`config.mk`:
```
export PLATFORM = sky130hd
export DESIGN_NAME = wptr_full_ctrl_flat
export DESIGN_NICKNAME = d
export VERILOG_FILES = /design/src/rtl/wptr_full_ctrl_if.sv /design/src/rtl/wptr_full_ctrl.sv /design/src/flat_wrapper.sv
export SDC_FILE = /design/constraint.sdc
export NUM_CORES = 1
export LEC_CHECK = 0
export CELL_PAD_IN_SITES_DETAIL_PLACEMENT = 1
export CELL_PAD_IN_SITES_GLOBAL_PLACEMENT = 2
export CORE_ASPECT_RATIO = 1.2
export CORE_MARGIN = 2
export CORE_UTILIZATION = 26
export DETAILED_ROUTE_END_ITERATION = 10
export HOLD_SLACK_MARGIN = 0.08
export PLACE_DENSITY_LB_ADDON = 0.1
export SYNTH_ARGS = -nofsm -noshare
export SYNTH_HDL_FRONTEND = slang
export SYNTH_SLANG_ARGS = --single-unit
```
`constraint.sdc`:
```
create_clock -name wclk -period 2 [get_ports wclk]
set_input_delay 0.4 -clock wclk [delete_from_list [all_inputs] [get_ports wclk]]
set_output_delay 0.4 -clock wclk [all_outputs]
set_load 0.02 [all_outputs]
```
`src/rtl/wptr_full_ctrl_if.sv`:
```
// Write-side FIFO pointer bundle: producer request and synchronized read
// pointer in, memory address / Gray pointer / status flags out.
interface wptr_full_ctrl_if #(
  parameter int unsigned addr_size = 3
);
  logic                 winc;
  logic [addr_size:0]   wq2_rptr;
  logic [addr_size-1:0] waddr;
  logic [addr_size:0]   wptr;
  logic                 wfull;
  logic                 walmost_full;
  logic [addr_size:0]   wlevel;

  // Producer / environment side
  modport master (
    output winc, wq2_rptr,
    input  waddr, wptr, wfull, walmost_full, wlevel
  );

  // Controller side
  modport slave (
    input  winc, wq2_rptr,
    output waddr, wptr, wfull, walmost_full, wlevel
  );
endinterface

```
`src/rtl/wptr_full_ctrl.sv`:
```
// Write-side pointer and full-flag controller for the asynchronous FIFO.
// Holds binary/Gray write pointers and derives full, almost-full and fill
// level against the read pointer already synchronized into wclk.

// Kogge-Stone prefix adder. Only the carries into bits 1..data_size-1 are
// built; the carry-out of the top bit is never needed, so sums wrap.
module ksa_adder #(
  parameter int unsigned data_size = 4
) (
  input  logic [data_size-1:0] a,
  input  logic [data_size-1:0] b,
  input  logic                 cin,
  output logic [data_size-1:0] sum
);
  localparam int unsigned CW  = data_size - 1;
  localparam int unsigned LVL = $clog2(CW);

  logic [data_size-1:0] p_bit;
  logic [CW-1:0]        carry;

  assign p_bit = a ^ b;

  // Parallel-prefix generate/propagate tree; cin folds into bit 0 generate
  always_comb begin
    logic [CW-1:0] g;
    logic [CW-1:0] p;
    logic [CW-1:0] g_n;
    logic [CW-1:0] p_n;
    g    = a[CW-1:0] & b[CW-1:0];
    g[0] = g[0] | (p_bit[0] & cin);
    p    = p_bit[CW-1:0];
    for (int k = 0; k < int'(LVL); k++) begin
      g_n = g;
      p_n = p;
      for (int i = 0; i < int'(CW); i++) begin
        if (i >= (1 << k)) begin
          g_n[i] = g[i] | (p[i] & g[i - (1 << k)]);
          p_n[i] = p[i] & p[i - (1 << k)];
        end
      end
      g = g_n;
      p = p_n;
    end
    carry = g;
  end

  assign sum = p_bit ^ {carry, cin};
endmodule

module wptr_full_ctrl #(
  parameter int unsigned addr_size = 3,
  parameter int unsigned af_margin = 1
) (
  input  logic              wclk,
  input  logic              wrst_n,
  wptr_full_ctrl_if.slave   bus
);
  localparam int unsigned PW    = addr_size + 1;
  localparam int unsigned DEPTH = 32'd1 << addr_size;
  // Gray pointers one lap apart differ in exactly their top two bits
  localparam logic [PW-1:0] FULL_MASK = PW'(3) << (PW - 2);
  localparam logic [PW-1:0] AF_LEVEL  = PW'(DEPTH - af_margin);

  logic [PW-1:0] wbin_q,   wbin_d;
  logic [PW-1:0] wptr_q,   wptr_d;
  logic [PW-1:0] wlevel_q, wlevel_d;
  logic          wfull_q,  wfull_d;
  logic          waf_q,    waf_d;
  logic [PW-1:0] rbin;
  logic          winc_ok;

  // Requests arriving while full are dropped
  assign winc_ok = bus.winc & ~wfull_q;

  ksa_adder #(.data_size(PW)) u_inc (
    .a   (wbin_q),
    .b   (PW'(0)),
    .cin (winc_ok),
    .sum (wbin_d)
  );

  // Gray-to-binary of the synchronized read pointer
  always_comb begin
    rbin         = '0;
    rbin[PW-1]   = bus.wq2_rptr[PW-1];
    for (int i = int'(PW) - 2; i >= 0; i--) begin
      rbin[i] = rbin[i+1] ^ bus.wq2_rptr[i];
    end
  end

  // Next Gray pointer, occupancy and flags
  always_comb begin
    wptr_d   = (wbin_d >> 1) ^ wbin_d;
    wlevel_d = wbin_d - rbin;
    wfull_d  = (wptr_d == (bus.wq2_rptr ^ FULL_MASK));
    waf_d    = (wlevel_d >= AF_LEVEL);
  end

  // Pointer and status registers
  always_ff @(posedge wclk or negedge wrst_n) begin
    if (!wrst_n) begin
      wbin_q   <= '0;
      wptr_q   <= '0;
      wlevel_q <= '0;
      wfull_q  <= 1'b0;
      waf_q    <= 1'b0;
    end else begin
      wbin_q   <= wbin_d;
      wptr_q   <= wptr_d;
      wlevel_q <= wlevel_d;
      wfull_q  <= wfull_d;
      waf_q    <= waf_d;
    end
  end

  assign bus.waddr        = wbin_q[addr_size-1:0];
  assign bus.wptr         = wptr_q;
  assign bus.wfull        = wfull_q;
  assign bus.walmost_full = waf_q;
  assign bus.wlevel       = wlevel_q;
endmodule
```
`src/flat_wrapper.sv`:
```
// flat-port wrapper written by rule: the top's interface ports become plain ports
module wptr_full_ctrl_flat 
#(
  parameter int unsigned addr_size = 3,
  parameter int unsigned af_margin = 1
)
  (wclk, wrst_n, bus_winc, bus_wq2_rptr, bus_waddr, bus_wptr, bus_wfull, bus_walmost_full, bus_wlevel);
  wptr_full_ctrl_if #(.addr_size(addr_size)) bus_i ();
  input  logic wclk;
  input  logic wrst_n;
  input wire logic [$bits(bus_i.winc)-1:0] bus_winc;
  input wire logic [$bits(bus_i.wq2_rptr)-1:0] bus_wq2_rptr;
  output wire logic [$bits(bus_i.waddr)-1:0] bus_waddr;
  output wire logic [$bits(bus_i.wptr)-1:0] bus_wptr;
  output wire logic [$bits(bus_i.wfull)-1:0] bus_wfull;
  output wire logic [$bits(bus_i.walmost_full)-1:0] bus_walmost_full;
  output wire logic [$bits(bus_i.wlevel)-1:0] bus_wlevel;
  assign bus_i.winc = bus_winc;
  assign bus_i.wq2_rptr = bus_wq2_rptr;
  assign bus_waddr = bus_i.waddr;
  assign bus_wptr = bus_i.wptr;
  assign bus_wfull = bus_i.wfull;
  assign bus_walmost_full = bus_i.walmost_full;
  assign bus_wlevel = bus_i.wlevel;
  wptr_full_ctrl #(.addr_size(addr_size), .af_margin(af_margin)) u_core (.wclk(wclk), .wrst_n(wrst_n), .bus(bus_i));
endmodule
```
# After elaboration in Yosys (flattened, before gate mapping)
# Cells that the tools add are included.
dict set report classes {
  n_addsub 1
  order_cmp 1
  eq_ne 1
  n_bitwise 12
}
# operator n
set ops {}
lappend ops {{1-bit bitwise AND} 5}
lappend ops {{4-bit == test} 1}
lappend ops {{4-bit by 3-bit >= comparator with 1-bit output (second input constant)} 1}
lappend ops {{4-bit subtractor} 1}
lappend ops {{3-bit by 4-bit XOR with 4-bit output} 1}
lappend ops {{4-bit XOR} 1}
lappend ops {{1-bit XOR} 3}
lappend ops {{2-bit NOT} 1}
lappend ops {{1-bit NOT} 1}
dict set report totals {
  ff_bits 14
  in_bits 7
  out_inout_bits 13
}

# Logic depth before layout (Yosys ltp)
dict set report depth {
  word_depth 7
  mapped_depth 9
  ltp_nobuf 9
}

# Hierarchy
# A second synthesis with hierarchy kept.
dict set report hier_totals {
  cells_unflattened 60
  hier_area_um2 724.4
}
# mod instances cells_each area_per_inst_um2 seq_area_each_um2
set by_module_without_submodules {}
lappend by_module_without_submodules {wptr_full_ctrl 1 47 601.8 325.3}
lappend by_module_without_submodules {ksa_adder 1 13 122.6 0.0}

# Worst setup path before layout
# OpenSTA, ideal clock, no wires.
dict set report synth_timing {
  kind {register -> register}
  startpoint {register u_core.wfull_q (netlist: u_core.bus.wfull)}
  endpoint {register u_core.waf_q (netlist: u_core.bus.walmost_full)}
  setup_ns 0.133
  arrival_ns 2.187
  slack_ns -0.319
  stages_incl_launch_ff 10
  path_buffers 0
  cell_sequence {dfrtp_1 nor2b_1 ha_1 ha_1 xor2_1 ha_1 and3b_1 o21ai_0 a31oi_1 nand4b_1}
}
dict set report synth_via {
  elab_chain_cells 7
}
# element line_no
set synth_lines {}
lappend synth_lines {{start, declared} wptr_full_ctrl.sv:67} ;# logic wfull_q, wfull_d;
lappend synth_lines {{start signal, assigned} wptr_full_ctrl.sv:111} ;# wfull_q <= wfull_d;
lappend synth_lines {{1-bit NOT} wptr_full_ctrl.sv:73} ;# assign winc_ok = bus.winc & ~wfull_q;
lappend synth_lines {{1-bit bitwise AND} wptr_full_ctrl.sv:73}
lappend synth_lines {{1-bit bitwise AND} wptr_full_ctrl.sv:30} ;# g[0] = g[0] | (p_bit[0] & cin);
lappend synth_lines {{1-bit bitwise AND} wptr_full_ctrl.sv:37} ;# g_n[i] = g[i] | (p[i] & g[i - (1 << k)]);
lappend synth_lines {{4-bit XOR} wptr_full_ctrl.sv:47} ;# assign sum = p_bit ^ {carry, cin};
lappend synth_lines {{net u_core.u_inc.sum[2]} wptr_full_ctrl.sv:13} ;# output logic [data_size-1:0] sum
lappend synth_lines {{4-bit subtractor} wptr_full_ctrl.sv:94} ;# wlevel_d = wbin_d - rbin;
lappend synth_lines {{4-bit by 3-bit >= comparator with 1-bit output} wptr_full_ctrl.sv:96} ;# waf_d = (wlevel_d >= AF_LEVEL);
lappend synth_lines {{net u_core.waf_d} wptr_full_ctrl.sv:68} ;# logic waf_q, waf_d;
lappend synth_lines {{end signal, assigned} wptr_full_ctrl.sv:112} ;# waf_q <= waf_d;
lappend synth_lines {{end, declared} wptr_full_ctrl.sv:68}
# The timed path passes the listed nets, and every way through them passes these cells.

# Final worst setup path
dict set report layout_timing {
  startpoint {input port bus_wq2_rptr[2]}
  endpoint {register u_core.waf_q (netlist: u_core.bus.walmost_full)}
}
dict set report layout_via {
  elab_chain_cells 5
}
# element line_no
set layout_lines {}
lappend layout_lines {{start, declared} flat_wrapper.sv:12} ;# input wire logic [$bits(bus_i.wq2_rptr)-1:0] bus_wq2_rptr;
lappend layout_lines {{1-bit XOR (*) (2 in series)} wptr_full_ctrl.sv:87} ;# rbin[i] = rbin[i+1] ^ bus.wq2_rptr[i];
lappend layout_lines {{1-bit XOR} wptr_full_ctrl.sv:87}
lappend layout_lines {{4-bit subtractor (*)} wptr_full_ctrl.sv:94}
lappend layout_lines {{net u_core.wlevel_d[1]} wptr_full_ctrl.sv:66} ;# logic [PW-1:0] wlevel_q, wlevel_d;
lappend layout_lines {{4-bit by 3-bit >= comparator with 1-bit output (*)} wptr_full_ctrl.sv:96}
lappend layout_lines {{net u_core.waf_d} wptr_full_ctrl.sv:68}
# The timed path passes the listed nets; every way through them passes the cells marked *.

==> results_dict.tcl <==
set metrics [dict create \
    status "finished, violations left" \
    violations "setup timing" \
    yosysSeqAreaShare_pct 45.6 \
    finalCoreUtilization_pct 46.0 \
    synth_edf_count 0 \
    grt_pass1_vias 624 \
    grt_pass1_wl_mm 2.77 \
    final_cell_area_um2 1190 \
    wirelength_mm 1.57 \
    cp_max_fo 2 \
    die_y_um 61.4 \
    critPathRequiredTime_ns 2.21 \
    grt_overflow 0 \
    clk_pin_slew_ns 0.08 \
    dr_total_vias 567 \
    maxCapViolations 0 \
    grt_antenna_before_repair 0 \
    power_mw 2.33 \
    syn_nets 71 \
    cts_buffer_depth 2 \
    io_buffers 19 \
    initial_core_util_pct 27.7 \
    ys.flop_type "dfrtp_1" \
    setup_tns_ns -0.0893 \
    max_freq_mhz 489 \
    crit_path_end_kind "flip-flop" \
    reg2reg_from "u_core.bus.wfull" \
    max_slew.worst_pin.slew_ns 0.574 \
    grt_max_degree 14 \
    ys_types 24 \
    layout_setup_ws_ns -0.0466 \
    setup_viol 2 \
    clock-root-buffer "clkbuf_4" \
    routedWlPerCell_um 12.0 \
    cp.arrival_ns 2.25 \
    design.core.area_um2 2580 \
    p_leak_nw 0.508 \
    synth.most_common_cell "dfrtp_1" \
    critical_path_depth 8 \
    h-tree-depth 1 \
    period_share_pct 102 \
    gp_congestion 0.685 \
    synth.top_cells.by_area "dfrtp_1, xnor2_1, ha_1" \
    ys_warn_count 0 \
    drt_iter0_drc 3 \
    hold_viol_final 0 \
    synth_top_area_cell "dfrtp_1" \
    grt_use_total_pct 12.5 \
    clock_latency_ns 0.28 \
    hold_class "input pin to async pin" \
    rsz0062_at_grt "yes" \
    clock_skew_ns 0.00663 \
    crit_family "XOR/XNOR gates" \
    crit_start "bus_wq2_rptr[2]" \
    critPathMaxStageDelay_ns 0.44 \
    max-slew-margin-rel_pct 61.6 \
    syn_avg_cell_area_um2 12.1 \
    synth_common_cells "dfrtp_1, xnor2_1, xor2_1" \
    numCtsBuffers 3 \
    period_minus_slack_ns 2.05 \
    worst_path_max_delay_cell "xnor3_2" \
    syn_inst 59 \
    die_x_um 51.8 \
    ir_drop_uv 692 \
    ys_async_sr_fraction_pct 100 \
    powerDensity_nw_per_um2 1970 \
    num_rows 20 \
    io_pins 20 \
    path_buf_inv 2 \
    reg2reg_depth 9 \
    drive_above_1_share_pct 36.7 \
    nets 111 \
    dieArea_um2 3180 \
    crit_type "input pin to flip-flop" \
    syn2layout_area_growth_pct 66.3 \
    drt.antenna.violating_nets 0 \
    drc 0 \
    clock_sinks 13 \
    crit_chain "clkdlybuf4s15_2 -> xnor3_2 -> xnor2_2 -> ha_2 -> inv_2 -> ha_4 -> or4b_1 -> nand4b_1" \
    placed_cell_area_um2 1100 \
    startpoint_type "input pin" \
    synth_top_area_share_pct 45.6 \
    cts_tree "done" \
    drt_pass1_iterations 4 \
    drv_slew 0 \
    vias_per_cell 4.33 \
    synth_area_um2 713 \
    postCtsHoldBufs 0 \
    num_antenna_cells 0 \
    synth_seq_cells 13 \
]
layout make-up:
| type | count | area [um^2] |
|---|---|---|
| multi-input combinational | 41 | 457 |
| clock buffer | 4 | 26.3 |
| fill | 290 | 1390 |
| tap | 33 | 41.3 |
| sequential | 13 | 327 |
| timing repair buffer | 37 | 324 |
| inverter | 3 | 11.3 |
worst paths after layout:
check                                           to  slack [ns]
max reg2reg                u_core.bus.walmost_full       -0.04
max in group asynchronous         u_core.bus.wfull        1.11
min                             u_core.bus.wptr[2]        0.48
min in group wclk                 u_core.wbin_q[0]        0.59
min reg2reg                       u_core.wbin_q[0]        0.59
max                        u_core.bus.walmost_full       -0.05
what timing repair did:
item / in CTS / in global routing
cloned: 0 / 0
setup endpoints to repair: 5 / 2
buffers inserted: 1 / 1
resized for setup: 14 / 1
pin swaps: 9 / 3
worst register-to-register path, stage by stage, from the launching register on:
cell and delay, ns:
dfrtp_2 0.43, nor2b_4 0.13, ha_4 0.16, ha_4 0.16
xor2_4 0.18, ha_4 0.24, and3b_1 0.18, o21ai_2 0.15
a31oi_2 0.11, nand4b_1 0.18
cell families (layout without fill, tap and decap cells):
group / Yosys count / count (layout) / synth area share (%)
multiplexers: 1 / 1 / 1.40
XOR/XNOR: 17 / 17 / 23.0
adder cells (fa/ha/maj): 5 / 5 / 8.77
AO/OA/AOI/OAI: 5 / 5 / 5.09
AND/OR/NAND/NOR: 13 / 13 / 12.3
flip-flops: 13 / 13 / 45.6
buffers and inverters: 5 / 44 / 3.86
sequential cells by signal (all words and copies together), names as in the netlist:
register,flops
u_core.bus.walmost_full,1
u_core.bus.wfull,1
u_core.bus.wlevel,4
u_core.bus.wptr,3
u_core.wbin_q,4
cell usage in the layout (no fill, tap or decap), drive strengths merged:
cell / instances
a211o: 1
a21boi: 1
a21oi: 1
a31oi: 1
and2: 1
and3b: 1
buf: 18
clkbuf: 4
clkdlybuf4s15: 2
clkdlybuf4s50: 15
dfrtp: 13
dlygate4sd2: 2
ha: 5
inv: 3
mux2i: 1
nand2b: 2
nand3: 1
nand4: 2
nand4b: 2
nor2: 1
nor2b: 1
nor3: 1
o21ai: 1
or4b: 1
xnor2: 10
xnor3: 1
xor2: 6
routing by layer:
metal / track usage [%] / share of wire, % / vias up
met4: 10.2 / 3.6 / 0
met1: 14.2 / 39 / 269
met3: 1.46 / 2.7 / 5
met5: 0 / 0 / -
li1: - / - / 279
met2: 21.2 / 54 / 14
stage by stage:
step / instances / setup slack, ns / hold WS [ns]
after detailed placement: 125 / -0.668 / 0.618
after global placement: 125 / -0.572 / 0.610
after CTS: 130 / -0.0620 / 0.507
after global routing: 131 / -0.156 / 0.526
final: 131 / -0.0466 / 0.483
after floorplan: 59 / -0.115 / 0.104
where the power goes:
group          switching, mW  total, mW  leakage [nW]  internal (mW)
Combinational          0.739       1.68         0.340          0.940
Sequential            0.0862      0.495         0.153          0.408
Clock                 0.0836      0.161        0.0150         0.0774
(Power assumes the default switching activity.)
